[config.mk]
export PLATFORM = sky130hd
export DESIGN_NAME = keypad_scan
export DESIGN_NICKNAME = d
export VERILOG_FILES = /design/src/rtl/keypad_scan_pkg.sv /design/src/rtl/keypad_scan_row_sync.sv /design/src/rtl/keypad_scan.sv
export SDC_FILE = /design/constraint.sdc
export NUM_CORES = 1
export LEC_CHECK = 0
export ABC_AREA = 1
export BUFFER_PORTS_ARGS = -buffer_cell sky130_fd_sc_hd__clkbuf_2
export CORE_ASPECT_RATIO = 0.9
export CORE_MARGIN = 10
export CORE_UTILIZATION = 30
export DETAILED_ROUTE_END_ITERATION = 16
export HOLD_SLACK_MARGIN = 0.08
export PLACE_DENSITY_LB_ADDON = 0.25
export SYNTH_ARGS = -nofsm -noshare
export SYNTH_HDL_FRONTEND = slang
export SYNTH_HIERARCHICAL = 1
export SYNTH_SLANG_ARGS = --single-unit
[constraint.sdc]
create_clock -name clk -period 5.7 [get_ports clk]
set_input_delay 0 -clock clk [delete_from_list [all_inputs] [get_ports clk]]
set_output_delay 0 -clock clk [all_outputs]
set_load 0.01 [all_outputs]
[src/rtl/keypad_scan_pkg.sv]
// Shared types and helpers for the 4x4 keypad scanner: FSM states, frame
// classification and the per-frame decode of the 16 sampled key contacts.
package keypad_scan_pkg;

    localparam int unsigned KEY_W   = 4;
    localparam int unsigned ROW_W   = 4;
    localparam int unsigned COL_W   = 4;
    localparam int unsigned FRAME_W = ROW_W * COL_W;

    typedef enum logic [1:0] {
        ST_IDLE     = 2'd0,
        ST_DEBOUNCE = 2'd1,
        ST_PRESSED  = 2'd2,
        ST_RELEASE  = 2'd3
    } state_t;

    typedef enum logic [1:0] {
        FR_NONE  = 2'd0,
        FR_ONE   = 2'd1,
        FR_MULTI = 2'd2
    } frame_cls_t;

    typedef struct packed {
        frame_cls_t        cls;
        logic [KEY_W-1:0]  code;
    } frame_res_t;

    // Active-low one-hot strobe for a column index.
    function automatic logic [COL_W-1:0] col_strobe(input logic [1:0] idx);
        return ~(COL_W'(1) << idx);
    endfunction

    // Bit i of a frame is key {col,row} = i; count zeros saturating at two.
    function automatic frame_res_t classify(input logic [FRAME_W-1:0] bits);
        frame_res_t res;
        logic [1:0] zeros;
        res.cls  = FR_NONE;
        res.code = '0;
        zeros    = 2'd0;
        for (int i = 0; i < int'(FRAME_W); i++) begin
            if (!bits[i]) begin
                if (zeros == 2'd0) res.code = KEY_W'(i);
                if (zeros != 2'd2) zeros = zeros + 2'd1;
            end
        end
        case (zeros)
            2'd0:    res.cls = FR_NONE;
            2'd1:    res.cls = FR_ONE;
            default: res.cls = FR_MULTI;
        endcase
        return res;
    endfunction

endpackage

[src/rtl/keypad_scan_row_sync.sv]
// Two-flop synchroniser for the asynchronous keypad row lines; resets to
// all-ones so an idle (pulled-up) keypad is seen during and after reset.
module keypad_scan_row_sync
    import keypad_scan_pkg::*;
(
    input  logic             clk,
    input  logic             rst_n,
    input  logic [ROW_W-1:0] d,
    output logic [ROW_W-1:0] q
);

    logic [ROW_W-1:0] meta;

    always_ff @(posedge clk or negedge rst_n) begin
        if (!rst_n) begin
            meta <= '1;
            q    <= '1;
        end else begin
            meta <= d;
            q    <= meta;
        end
    end

endmodule

[src/rtl/keypad_scan.sv]
// 4x4 keypad scanner: strobes columns, accumulates one frame of row samples
// and debounces whole frames into a single key_valid pulse per press.
module keypad_scan
    import keypad_scan_pkg::*;
#(
    parameter logic [15:0] SCAN_DIV     = 16'd1000,
    parameter logic [7:0]  DEBOUNCE_CNT = 8'd4
) (
    input  logic             clk,
    input  logic             rst_n,
    input  logic [ROW_W-1:0] row_n,
    output logic [COL_W-1:0] col_n,
    output logic [KEY_W-1:0] key_code,
    output logic             key_valid,
    output logic             key_held
);

    logic [ROW_W-1:0]          rows;
    logic [15:0]               div_cnt;
    logic [1:0]                col_idx;
    logic [FRAME_W-ROW_W-1:0]  acc;
    logic                      sample;
    logic                      frame_end;
    frame_res_t                res;
    state_t                    state;
    logic [KEY_W-1:0]          cand;
    logic [7:0]                db_cnt;
    logic [7:0]                db_next;
    logic                      db_done;

    keypad_scan_row_sync u_row_sync (
        .clk   (clk),
        .rst_n (rst_n),
        .d     (row_n),
        .q     (rows)
    );

    assign sample    = (div_cnt == SCAN_DIV - 16'd1);
    assign frame_end = sample && (col_idx == 2'd3);
    assign res       = classify({rows, acc});
    assign db_next   = db_cnt + 8'd1;
    assign db_done   = (db_next == DEBOUNCE_CNT);

    // Divider, column sequencing and accumulation of columns 0..2.
    always_ff @(posedge clk or negedge rst_n) begin
        if (!rst_n) begin
            div_cnt <= 16'd0;
            col_idx <= 2'd0;
            col_n   <= col_strobe(2'd0);
            acc     <= '1;
        end else if (sample) begin
            div_cnt <= 16'd0;
            col_idx <= col_idx + 2'd1;
            col_n   <= col_strobe(col_idx + 2'd1);
            case (col_idx)
                2'd0:    acc[3:0]  <= rows;
                2'd1:    acc[7:4]  <= rows;
                2'd2:    acc[11:8] <= rows;
                default: ;
            endcase
        end else begin
            div_cnt <= div_cnt + 16'd1;
        end
    end

    // Debounce FSM; it only moves at frame ends, key_valid is a single-cycle pulse.
    always_ff @(posedge clk or negedge rst_n) begin
        if (!rst_n) begin
            state     <= ST_IDLE;
            cand      <= '0;
            db_cnt    <= 8'd0;
            key_code  <= '0;
            key_valid <= 1'b0;
            key_held  <= 1'b0;
        end else begin
            key_valid <= 1'b0;
            if (frame_end) begin
                case (state)
                    ST_IDLE: begin
                        if (res.cls == FR_ONE) begin
                            if (DEBOUNCE_CNT == 8'd1) begin
                                state     <= ST_PRESSED;
                                key_code  <= res.code;
                                key_valid <= 1'b1;
                                key_held  <= 1'b1;
                                db_cnt    <= 8'd0;
                            end else begin
                                state  <= ST_DEBOUNCE;
                                cand   <= res.code;
                                db_cnt <= 8'd1;
                            end
                        end
                    end
                    ST_DEBOUNCE: begin
                        if (res.cls == FR_ONE) begin
                            if (res.code != cand) begin
                                cand   <= res.code;
                                db_cnt <= 8'd1;
                            end else if (db_done) begin
                                state     <= ST_PRESSED;
                                key_code  <= cand;
                                key_valid <= 1'b1;
                                key_held  <= 1'b1;
                                db_cnt    <= 8'd0;
                            end else begin
                                db_cnt <= db_next;
                            end
                        end else begin
                            state  <= ST_IDLE;
                            db_cnt <= 8'd0;
                        end
                    end
                    ST_PRESSED: begin
                        if (res.cls == FR_NONE) begin
                            if (DEBOUNCE_CNT == 8'd1) begin
                                state    <= ST_IDLE;
                                key_held <= 1'b0;
                                db_cnt   <= 8'd0;
                            end else begin
                                state  <= ST_RELEASE;
                                db_cnt <= 8'd1;
                            end
                        end
                    end
                    ST_RELEASE: begin
                        if (res.cls == FR_NONE) begin
                            if (db_done) begin
                                state    <= ST_IDLE;
                                key_held <= 1'b0;
                                db_cnt   <= 8'd0;
                            end else begin
                                db_cnt <= db_next;
                            end
                        end else begin
                            state  <= ST_PRESSED;
                            db_cnt <= 8'd0;
                        end
                    end
                    default: begin
                        state  <= ST_IDLE;
                        db_cnt <= 8'd0;
                    end
                endcase
            end
        end
    end

endmodule

; Word level (Yosys, flattened, before mapping)
; Cells that the tools add are included.
[word_totals]
output_inout_bits = 10
regBits = 62
elab_cells = 195
inputBits = 6
[op_classes]
eq_ne = 37
reduce_logical = 30
shift = 1
bitwise_logic = 2
n_addsub = 18
mux = 93
[ops]
columns = cell, count
row1 = 4-bit two-way mux, 31
row2 = 2-bit two-way mux, 37
row3 = 8-bit two-way mux, 6
row4 = 2-bit inequality test (second input constant), 23
row5 = 2-bit zero test, 19
row6 = 2-bit by 1-bit adder with 2-bit output (second input constant), 16
row7 = 8-bit case mux with 4 select lines, 1
row8 = 16-bit by 1-bit adder with 16-bit output (second input constant), 1
row9 = 16-bit by 10-bit equality test with 1-bit output (second input constant), 1
row10 = 16-bit two-way mux, 1
row11 = 1-bit two-way mux, 13
row12 = 5-bit AND reduction, 2
row13 = 3-bit inequality test (second input constant), 3
row14 = 8-bit by 1-bit adder with 8-bit output (second input constant), 1
row15 = 2-bit by 1-bit equality test with 1-bit output (second input constant), 4
row16 = 2-bit equality test (second input constant), 4
row17 = 8-bit by 3-bit equality test with 1-bit output (second input constant), 1
row18 = 2-bit case mux with 4 select lines, 1
row19 = 4-bit case mux with 2 select lines, 1
row20 = 7-bit AND reduction, 1
row21 = 2-bit AND reduction, 3
row22 = 6-bit AND reduction, 1
row23 = 4-bit inequality test, 1
row24 = 4-bit inverter, 1
row25 = other kinds (7), 8

; Longest topological paths before layout
[depth]
word_depth = 52
depth_mapped = 55
depth_no_buf = 55

; By module
; Netlist, hierarchy kept.
[modules_own_cells]
columns = mod, area_per_inst_um2, cells_per_inst, seq_area_each_um2, instances
row1 = keypad_scan, 4314.1, 653, 1370.1, 1
row2 = keypad_scan_row_sync, 210.2, 8, 210.2, 1

; Worst setup path before layout
; Ideal clock, no wire load.
[synth_timing]
path_type = flip-flop to flip-flop
startpoint = register acc[0]
endpoint = register db_cnt[0]
period_less_slack_ps = 5245
slack_ps = 455
t_arrival_ps = 5128
stages_incl_launch_ff = 48
required_ps = 5583
n_path_buf = 0
setup_time_ps = 117
cell_sequence = dfstp_2 -> inv_1 -> ha_1 -> inv_1 -> nand2_1 -> nand2_1 -> nand2_1 -> nand3_1 -> nand2_1 -> o21ai_1 -> nand3_1 -> nand2_2 -> nand2_1 -> nand3_2 -> nand3_2 -> o21ai_2 -> nand2_1 -> nand2_1 -> [12 not listed] -> nor2_4 -> nor2_2 -> a21oi_4 -> ha_1 -> or2_2 -> nand2_1 -> ha_1 -> nand2_1 -> nand4_1 -> nor2_1 -> nand3_1 -> nand2_1 -> nor2_2 -> nand3_2 -> nand2_1 -> nand2_1 -> o21ai_1 -> inv_1
[synth_via]
elab_chain_cells = 51
elab_cells_between_ends = 119
cone_classes = add/sub: 15 / eq/ne: 20 / mux: 66 / reduce/logical: 18
[synth_lines]
columns = item, line
row1 = "start, declared", keypad_scan.sv:21  ; logic [FRAME_W-ROW_W-1:0] acc;
row2 = "start signal, assigned", keypad_scan.sv:56  ; 2'd0: acc[3:0] <= rows;
row3 = 1-bit two-way mux *, keypad_scan_pkg.sv:41  ; if (!bits[i]) begin
row4 = 2-bit by 1-bit adder with 2-bit output or 2-bit inequality test (tied branches), keypad_scan_pkg.sv:43  ; if (zeros != 2'd2) zeros = zeros + 2'd1;
row5 = 2-bit two-way mux, keypad_scan_pkg.sv:43
row6 = 2-bit two-way mux, keypad_scan_pkg.sv:41
row7 = 2-bit by 1-bit adder with 2-bit output or 2-bit inequality test (tied branches), keypad_scan_pkg.sv:43
row8 = 2-bit two-way mux, keypad_scan_pkg.sv:43
row9 = 2-bit two-way mux, keypad_scan_pkg.sv:41
row10 = 2-bit by 1-bit adder with 2-bit output or 2-bit inequality test (tied branches), keypad_scan_pkg.sv:43
row11 = [35 not listed], n/a
row12 = 2-bit by 1-bit adder with 2-bit output or 2-bit inequality test (tied branches), keypad_scan_pkg.sv:43
row13 = 2-bit two-way mux, keypad_scan_pkg.sv:43
row14 = 2-bit two-way mux, keypad_scan_pkg.sv:41
row15 = 2-bit by 1-bit equality test with 1-bit output or 2-bit zero test (tied branches), keypad_scan_pkg.sv:46  ; case (zeros)
row16 = 2-bit case mux with 2 select lines, keypad_scan_pkg.sv:46
row17 = 2-bit by 1-bit equality test with 1-bit output or 2-bit zero test (tied branches), n/a
row18 = 8-bit two-way mux (tied with other cells), keypad_scan.sv:95  ; if (res.cls == FR_ONE) begin
row19 = 8-bit case mux with 4 select lines or 3-bit AND reduction (tied branches), n/a
row20 = "end signal, assigned", keypad_scan.sv:106  ; db_cnt <= db_next;
row21 = "end signal, assigned", keypad_scan.sv:132  ; db_cnt <= db_next;
row22 = "end, declared", keypad_scan.sv:27  ; logic [7:0] db_cnt;
; Every way passes the cells marked *; elsewhere a longest branch is shown, timed or not.
; A chain may end at the register's enable or synchronous reset.

; Final worst setup path
[layout_timing]
startpoint = register acc[0]
endpoint = register key_held
[layout_via]
elab_chain_cells = 51
elab_cells_between_ends = 116
cone_classes = add/sub: 15 / eq/ne: 21 / mux: 62 / reduce/logical: 18
[layout_lines]
columns = item, line
row1 = 1-bit two-way mux *, keypad_scan_pkg.sv:41
row2 = 2-bit by 1-bit adder with 2-bit output or 2-bit inequality test (tied branches), keypad_scan_pkg.sv:43
row3 = 2-bit two-way mux, keypad_scan_pkg.sv:43
row4 = 2-bit two-way mux, keypad_scan_pkg.sv:41
row5 = 2-bit by 1-bit adder with 2-bit output or 2-bit inequality test (tied branches), keypad_scan_pkg.sv:43
row6 = 2-bit two-way mux, keypad_scan_pkg.sv:43
row7 = 2-bit two-way mux, keypad_scan_pkg.sv:41
row8 = 2-bit by 1-bit adder with 2-bit output or 2-bit inequality test (tied branches), keypad_scan_pkg.sv:43
row9 = [35 not listed], n/a
row10 = 2-bit by 1-bit adder with 2-bit output or 2-bit inequality test (tied branches), keypad_scan_pkg.sv:43
row11 = 2-bit two-way mux, keypad_scan_pkg.sv:43
row12 = 2-bit two-way mux, keypad_scan_pkg.sv:41
row13 = 2-bit by 1-bit equality test with 1-bit output or 2-bit zero test (tied branches), keypad_scan_pkg.sv:46
row14 = 2-bit case mux with 2 select lines, keypad_scan_pkg.sv:46
row15 = 2-bit by 1-bit equality test with 1-bit output or 2-bit zero test (tied branches), "keypad_scan.sv:95, keypad_scan.sv:126"
row16 = 2-bit inequality test (no line), n/a
row17 = 7-bit AND reduction (no line) *, n/a
row18 = "end signal, assigned", keypad_scan.sv:85  ; key_held <= 1'b1;
row19 = "end signal, assigned", keypad_scan.sv:103  ; key_held <= 1'b1;
row20 = "end signal, assigned", keypad_scan.sv:117  ; key_held <= 1'b0;
row21 = "end, declared", keypad_scan.sv:15  ; output logic key_held
; Marks and branches as above.

==> results.py <==
metrics = {
    "logic_synthesis": {
        "mappedNetlistArea_um2": 4520,
        "seq_area_frac_synth_pct": 34.9,
        "synth_top_cells_by_area": "dfrtp_1 22%, nand2_1 18%, dfstp_2 13%",
        "yosysWarnings": 6,
        "yosysMostFrequentCell": "nand2_1",
        "netlist-cell-type-count": 34,
        "netlist.area_leader.share_pct": 21.6,
        "syn-instance-count": 661,
        "mappedNetlistNets": 681,
        "number_of_synthesized_flops_with_an_enable_pin": 0,
        "ys_dominant_reg_cell": "dfrtp_1",
        "ys_async_sr_fraction_pct": 100,
        "syn_area_per_cell_um2": 6.84,
        "commonest_cells_in_the_synthesized_netlist": "213 x nand2_1, 91 x inv_1, 69 x nand3_1",
        "synth_area_leader_cell": "dfrtp_1",
        "synth_seq_cells": 62,
    },
    "grt": {
        "globalRouteTotalUtil_pct": 10.1,
        "initial_antenna_violation_count": 0,
        "largest_net_degree_at_the_start_of_global_routing": 63,
        "overflow": 0,
        "grt_pass1_vias": 3893,
        "grt_pass1_wl_um": 17700,
    },
    "run": {
        "cap_viol_max_count": 0,
    },
    "outcome": {
        "violations": "negative setup slack",
        "outcome": "complete, but fails checks",
    },
    "clock_tree": {
        "cts-root-to-sink-buffers": 2,
        "clock_tree.root_cell": "clkbuf_16",
        "insertion_delay_ps": 320,
        "cts_tree": "done",
        "cts_num_sinks": 62,
        "clk_pin_slew_worst_paths_ps": 60,
        "tritoncts_buffers": 9,
        "cts.htree.levels": 3,
    },
    "worst_setup_path": {
        "timing.critical_path.buf_inv": 4,
        "crit_top_cell": "nand2_4",
        "cpMaxStageDelayCell": "dfstp_2",
        "critical_path.top_delay_family": "simple AND/OR/NAND/NOR gates",
        "crit_arrival_ps": 5980,
        "timing.critical_path.fanout_max": 5,
        "cp-end-kind": "flop",
        "worstPathRequired_ps": 5910,
        "critPathLaunchType": "flop",
        "critPathKind": "flop to flop",
        "worst_path_largest_cell_delay_ps": 550,
    },
    "drt": {
        "drt_wl_total_um": 10600,
        "detail_route.iter0.violations": 216,
        "route.layer.met1.wl_um": 5420,
        "postRouteAntennaNets": 0,
        "route.detailed.drc": 0,
        "drt-pass1-iter-count": 4,
        "dr_wl_met2_um": 4980,
        "dr.max_layer_used": "met4",
        "drt-wirelength-per-cell_um": 11.4,
        "met3WireLength_um": 190,
        "via_density_per_instance": 4.54,
        "vias": 4228,
    },
    "place": {
        "placedCellCount": 894,
        "dp_worst_setup_slack_ps": -136,
        "gp_congestion": 0.795,
        "numPortBuffers": 15,
        "post-dp-hpwl_um": 7670,
        "placement.cell_area_um2": 5000,
    },
    "floorplanning": {
        "floorplan.die.height_um": 137,
        "floorplan.initialDensity_pct": 30.6,
        "die_width_um": 149,
        "core_area_um2": 14800,
        "die-area_um2": 20400,
        "pin_count": 16,
        "rows": 42,
    },
    "timing": {
        "final.setup_skew_ps": 7.17,
        "worst_slack_ps": -68.5,
        "timing.final.crit_period_ps": 5770,
        "finalHoldViolCount": 0,
        "grt_setup_unrepaired": "yes",
        "final.period_utilization_pct": 101,
        "report.final.slew_viol_count": 0,
        "final_setup_tns_ps": -129,
        "max_slew_margin_pct": 43.3,
        "worst_slew_pin_slew_ps": 843,
        "fmax_mhz": 173,
        "setup-violations-final": 4,
    },
    "finish": {
        "drive_gt1_share_pct": 37.6,
        "diodes": 0,
        "area_growth_pct": 34.2,
        "nets": 749,
        "design_area_um2": 6070,
        "instances_no_fill": 932,
    },
    "hold_path": {
        "hold_class": "primary input to flop",
    },
    "pwr": {
        "leakagePower_nw": 2.92,
        "total_power_divided_by_cell_area_nw_per_um2": 181,
        "vdd_drop_max_mv": 0.149,
    },
}
[layer usage]
metal | track usage (%) | vias up
met5 | 0 | -
li1 | - | 2242
met2 | 15.9 | 36
met4 | 2.23 | 0
met1 | 13.9 | 1948
met3 | 2.18 | 2
[logic make-up after synthesis]
logic type | after synthesis | share of synthesized area, %
and+or+nand+nor | 419 | 43.9
buffers and inverters | 107 | 9.15
DFF | 62 | 34.9
AOI/OAI and AO/OA | 49 | 6.25
adders and majority gates | 14 | 3.87
xor gates and xnor gates | 10 | 1.94
[state kept, by name (all words and copies together) (netlist names)]
name	flops
key_held	1
db_cnt	8
col_n	4
acc	12
state	2
col_idx	2
div_cnt	16
u_row_sync/meta	4
key_valid	1
u_row_sync/q	4
key_code	4
cand	4
[stage by stage]
step / hold slack (ps) / utilization, % / total power (W)
3_5_place_dp: 91.6 / 33.9 / 0.000509
3_3_place_gp: 93.3 / 33.9 / 0.000509
5_1_grt: 315 / 41.1 / 0.00115
6_report: 309 / 41.1 / 0.00110
4_1_cts: 301 / 37.2 / 0.00111
2_1_floorplan: -296 / - / 0.000486
[report_power, final]
group	internal [W]	leakage, nW	switching (W)
combinational	0.0000245	1.99	0.0000406
clock	0.000384	0.152	0.000204
sequential	0.000446	0.769	0.00000259
[layout make-up]
class                      instances  area, µm²
timing repair buffer              59        422
inverter                         104        398
clock inverter                     7       97.6
multi-input combinational        493       3100
sequential                        62       1580
tap                              198        248
fill                            1499       8690
clock buffer                       9        225
[timing repair]
item                                    4_1_cts  5_1_grt
hold endpoints to repair                     43        0
setup buffers                                 7        9
cloned                                        1        0
resized for setup                            19      135
endpoints found under the setup margin       20       20
pin swaps                                    16       68
hold buffers                                  5        0
[final timing paths]
kind	from	endpoint	cells past startpoint	slack (ps)
setup reg to reg	acc[0]	key_held	49	-70
hold / removal	row_n[3]	u_row_sync/meta[3]	2	310
setup / recovery	acc[0]	key_held	49	-70
min in group asynchronous	rst_n	db_cnt[1]	3	370
max in group asynchronous	rst_n	state[1]	3	4820
hold reg to reg	u_row_sync/meta[2]	u_row_sync/q[2]	0	350
[cell usage in the layout (no fill, tap or decap), types with 9 or more instances in the layout]
cell type | netlist | routed
inv_1 | 91 | 81
nor2_4 | 3 | 11
o21ai_0 | 27 | 24
buf_4 | 0 | 38
inv_2 | 12 | 20
xor2_1 | 9 | 9
nand4_1 | 11 | 11
nand3_1 | 69 | 52
nor3_1 | 9 | 9
dfstp_2 | 23 | 23
nand3_2 | 12 | 24
nand2_4 | 0 | 21
dfrtp_1 | 39 | 39
nor2_2 | 9 | 12
nor2_1 | 48 | 37
nand2_1 | 213 | 159
clkbuf_2 | 0 | 14
clkbuf_16 | 0 | 9
nand2_2 | 27 | 61
Power figures use the tool's default switching activity.
